### src/rtl/arb_pkg.sv
// Shared types and constants for the four-client round-robin arbiter.
package arb_pkg;

  localparam int unsigned NUM_REQ = 4;
  localparam int unsigned ID_W    = 2;

  typedef enum logic {
    IDLE  = 1'b0,
    GRANT = 1'b1
  } arb_state_t;

  typedef logic [NUM_REQ-1:0] req_vec_t;

  // Bit i of the result is bit (i + amt) mod NUM_REQ of v.
  function automatic req_vec_t rotr(input req_vec_t v, input logic [ID_W-1:0] amt);
    logic [2*NUM_REQ-1:0] dbl;
    dbl = {v, v} >> amt;
    return dbl[NUM_REQ-1:0];
  endfunction

endpackage

### src/rtl/prio_enc_4to2_lsb.sv
// Combinational 4-to-2 priority encoder: lowest set index wins, valid flags any bit set.
module prio_enc_4to2_lsb
  import arb_pkg::*;
(
  input  req_vec_t        req,
  output logic [ID_W-1:0] idx,
  output logic            valid
);

  always_comb begin
    idx   = '0;
    valid = 1'b0;
    for (int unsigned i = 0; i < NUM_REQ; i++) begin
      if (req[i] && !valid) begin
        idx   = ID_W'(i);
        valid = 1'b1;
      end
    end
  end

endmodule

### src/rtl/rr_arbiter_4.sv
// Four-requester round-robin arbiter with registered one-hot grant and sticky ownership.
// Optional hold-time limit enabled by defining ARB_HOLD_LIMIT_EN.
module rr_arbiter_4
  import arb_pkg::*;
#(
  parameter int unsigned HOLD_MAX = 8
) (
  input  logic               clk,
  input  logic               rst,
  input  logic [NUM_REQ-1:0] req,
  output logic [NUM_REQ-1:0] grant,
  output logic [ID_W-1:0]    grant_id,
  output logic               grant_valid
);

  if (HOLD_MAX < 2 || HOLD_MAX > 255) begin : g_hold_range
    $error("rr_arbiter_4: HOLD_MAX must be in 2..255");
  end

  arb_state_t      state, state_n;
  logic [ID_W-1:0] ptr, ptr_n, base, enc_idx, winner, id_n;
  req_vec_t        owner_mask, arb_req, rot_req, grant_n;
  logic            owner_req, hold_expired, keep, enc_valid, valid_n, load;

  always_comb begin
    owner_mask = req_vec_t'(1) << ptr;
    owner_req  = |(req & owner_mask);
    base       = ptr + ID_W'(1);
  end

`ifdef ARB_HOLD_LIMIT_EN
  localparam logic [7:0] HOLD_LAST = 8'(HOLD_MAX - 1);
  logic [7:0] hold_cnt;
  logic       others;

  assign others       = |(req & ~owner_mask);
  assign hold_expired = (state == GRANT) && owner_req && others && (hold_cnt == HOLD_LAST);

  // Counts cycles the current owner has kept the grant; any handover or idle clears it.
  always_ff @(posedge clk) begin
    if (rst || !keep) begin
      hold_cnt <= '0;
    end else if (hold_cnt != HOLD_LAST) begin
      hold_cnt <= hold_cnt + 8'd1;
    end
  end
`else
  assign hold_expired = 1'b0;
`endif

  assign keep = (state == GRANT) && owner_req && !hold_expired;

  // A revoked owner is masked out so it cannot win its own rotation.
  always_comb begin
    arb_req = hold_expired ? (req & ~owner_mask) : req;
    rot_req = rotr(arb_req, base);
  end

  prio_enc_4to2_lsb u_enc (
    .req   (rot_req),
    .idx   (enc_idx),
    .valid (enc_valid)
  );

  assign winner = enc_idx + base;

  always_comb begin
    state_n = state;
    ptr_n   = ptr;
    grant_n = grant;
    id_n    = grant_id;
    valid_n = grant_valid;
    load    = 1'b0;
    unique case (state)
      IDLE: begin
        if (enc_valid) load = 1'b1;
      end
      GRANT: begin
        if (!keep) begin
          if (enc_valid) begin
            load = 1'b1;
          end else begin
            state_n = IDLE;
            grant_n = '0;
            id_n    = '0;
            valid_n = 1'b0;
          end
        end
      end
      default: state_n = IDLE;
    endcase
    if (load) begin
      state_n = GRANT;
      ptr_n   = winner;
      grant_n = req_vec_t'(1) << winner;
      id_n    = winner;
      valid_n = 1'b1;
    end
  end

  always_ff @(posedge clk) begin
    if (rst) begin
      state       <= IDLE;
      ptr         <= 2'd3;
      grant       <= '0;
      grant_id    <= '0;
      grant_valid <= 1'b0;
    end else begin
      state       <= state_n;
      ptr         <= ptr_n;
      grant       <= grant_n;
      grant_id    <= id_n;
      grant_valid <= valid_n;
    end
  end

endmodule

### config.mk
export PLATFORM = sky130hd
export DESIGN_NAME = rr_arbiter_4
export DESIGN_NICKNAME = d
export VERILOG_FILES = /design/src/rtl/arb_pkg.sv /design/src/rtl/prio_enc_4to2_lsb.sv /design/src/rtl/rr_arbiter_4.sv
export SDC_FILE = /design/constraint.sdc
export NUM_CORES = 1
export LEC_CHECK = 0
export BUFFER_PORTS_ARGS = -buffer_cell sky130_fd_sc_hd__buf_2
export CORE_MARGIN = 3
export CORE_UTILIZATION = 35
export CTS_CLUSTER_DIAMETER = 80
export DETAILED_ROUTE_END_ITERATION = 8
export PLACE_DENSITY_LB_ADDON = 0.15
export SYNTH_ARGS = -nofsm -noshare
export SYNTH_HDL_FRONTEND = slang
export SYNTH_HIERARCHICAL = 1
export SYNTH_SLANG_ARGS = --single-unit
### constraint.sdc
create_clock -name clk -period 3.35 [get_ports clk]
set_input_delay 0.335 -clock clk [delete_from_list [all_inputs] [get_ports clk]]
set_output_delay 0.335 -clock clk [all_outputs]
set_load 0.005 [all_outputs]
==> results.cfg <==
[critical_path]
endpoint_kind = register
worstPathArrival_ps = 3080
cp_max_fo = 7
critPathLaunchType = register
crit_type = reg2reg
required_ps = 3510

[layout]
num-nets-final = 85
area_growth_pct = 17.7
layout.cells.non_filler = 98
drive_gt1_share_pct = 32.9
diodes = 0

[yosys]
synth_cell_types = 28
synth.area.top_cells = dfxtp_1 29%, mux4_1 15%, ha_1 9.0%
syn_inst = 58
synthSimpleGateAreaFrac_pct = 9.39
ys_ff_latch = 10
synth_edf_count = 0
yosys.area.top_type = dfxtp_1
synth_xor_area_share_pct = 4.87
synth_compound_area_share_pct = 29.2
synth.cell_area_um2 = 693
synth_top_family_by_area = compound AO/OA/AOI/OAI gates
ys_warn_count = 6
ys_async_sr_fraction_pct = 0
synthMuxAreaShare_pct = 15.2
synthFlopType = dfxtp_1
synth_fp_nets = 69
yosysSeqAreaShare_pct = 28.9
yosys.area.top_type_share_pct = 28.9
synth_fa_ha_area_share_pct = 9.03
yosysMostFrequentCell = dfxtp_1
netlist_top_cells_count = 10 x dfxtp_1, 5 x ha_1, 5 x inv_1
synth.avg_cell_area_um2 = 12.0

[floorplanning]
rows = 15
dieArea_um2 = 2550
core_area_um2 = 1800
dieWidth_um = 50.5
io_pins = 13
die_h_um = 50.5
initial_core_util_pct = 38.5

[placement]
io_buffers = 12
dp_hpwl_um = 974
dp.cells = 94
gp_congestion = 0.696

[power]
p_sw_mw = 0.327
p_leak_nw = 0.378
vdd_drop_max_v = 0.000412
swShare_pct = 40.9
powerDensity_nw_per_um2 = 979
power.internal_mw = 0.472
pwr-share-clk_pct = 13.7
power_frac_seq_pct = 23.7
power_frac_comb_pct = 62.6

[clock_network]
clock_latency_ps = 270
post_cts_buffers = 0
cts_root_buffer = clkbuf_4
clock-sinks = 10
cts_max_path_buffers = 2
post_cts_resize_count = 0
ctsHtreeMaxLevel = 1
cts_made_buffers = 3
cts_hold_buf = 0
clk_pin_slew_worst_paths_ps = 70
cts_tree = done

[sta]
finClkSkew_ps = 3.19
final_hold_viol_count = 0
setup-violations-final = 0
max_freq_mhz = 342
rsz0062_at_grt = no
relSlewSlack_pct = 77.3
final_max_slew_viol_count = 0
final.min_clock_period_ps = 2920
worst_slew_pin_slew_ps = 341
finalCritPeriodShare_pct = 87.2
tns_ps = 0

[global_routing]
antenna_found_initial = 0
grt_max_degree = 9
track_usage_pct = 12.0
grt_pass1_vias = 501
grt_pass1_wl_mm = 2.26
grt_overflow = 0

[outcome]
status = finished clean

[drt]
detail-route-antenna-nets = 0
post-route-drc-count = 0
vias = 518
routed_wl_mm = 1.24
wl_per_cell_um = 12.7
drt-pass1-iter-count = 4
drtIter0Drc = 6
avgViaCountPerCell = 5.29

[hold_path]
hold_class = in2reg

[flow_run]
drv_cap = 0
layout by cell type, fill, tap and decap left out, types with 2 or more instances in the layout:
cell and n:
nor2b_1 2, mux4_1 4, inv_1 5, nand2_1 3, a22oi_4 2, buf_2 12, dfxtp_1 10, clkbuf_4 3
ha_1 5, nor3_1 2, o21ai_1 2, nor2_1 2, a32o_1 4
final cells by class:
cell class | count | area, µm²
fill | 182 | 986
sequential | 10 | 200
inverter | 5 | 18.8
tap | 25 | 31.3
multi-input combinational | 42 | 469
timing repair buffer | 12 | 60.1
clock buffer | 4 | 36.3
stage by stage:
stage / cell area, µm² / setup WS [ps] / util (%) / power [mW] / hold slack (ps)
floorplan: 693 / 704 / - / 0.605 / 404
global placement: 779 / 426 / 43.3 / 0.701 / 444
detailed placement: 779 / 412 / 43.3 / 0.699 / 444
CTS: 816 / 390 / 45.3 / 0.812 / 335
global route: 816 / 214 / 45.3 / 0.873 / 361
finish: 816 / 428 / 45.3 / 0.799 / 347
final timing paths:
check        depth (start not counted)  slack (ps)  endpoint     start
max                                 10         430    ptr[1]    ptr[0]
min                                  2         350     state       rst
max reg2reg                         10         430    ptr[1]    ptr[0]
min reg2reg                          2         450  grant[0]  grant[0]
state kept, by name, summed over array words and instances, names as in the netlist:
name,flops
grant,4
grant_id,2
ptr,2
state,1
grant_valid,1
cells by family after synthesis:
group | Yosys count
flip-flops | 10
AO/OA/AOI/OAI | 18
buffers and inverters | 6
multiplexers | 4
AND/OR/NAND/NOR | 12
adder cells (fa/ha/maj) | 5
XOR/XNOR | 3
critical path, stage by stage, from the launching register on:
cell     delay (ps)
dfxtp_1         490
inv_1           150
ha_1            460
mux4_1          630
inv_1            90
a21oi_2          50
ha_1            200
xnor2_2         180
xor2_1          270
nand4_1         160
o31a_1          130
routing by layer:
| layer | vias up | wire, µm | track usage, % |
|---|---|---|---|
| met4 | 0 | 12 | 4.04 |
| met2 | 9 | 571 | 17.4 |
| met1 | 250 | 605 | 15.8 |
| li1 | 257 | - | - |
| met5 | - | 0 | 0 |
| met3 | 2 | 51 | 5.34 |
power by group through the flow:
stage,sequential (mW),combinational [mW],clock (mW)
2_1_floorplan,0.189,0.416,0
3_3_place_gp,0.191,0.510,0
3_5_place_dp,0.192,0.506,0
4_1_cts,0.189,0.509,0.114
5_1_grt,0.194,0.557,0.121
6_report,0.189,0.500,0.110
Note: power is estimated with default switching activity, not from simulation.
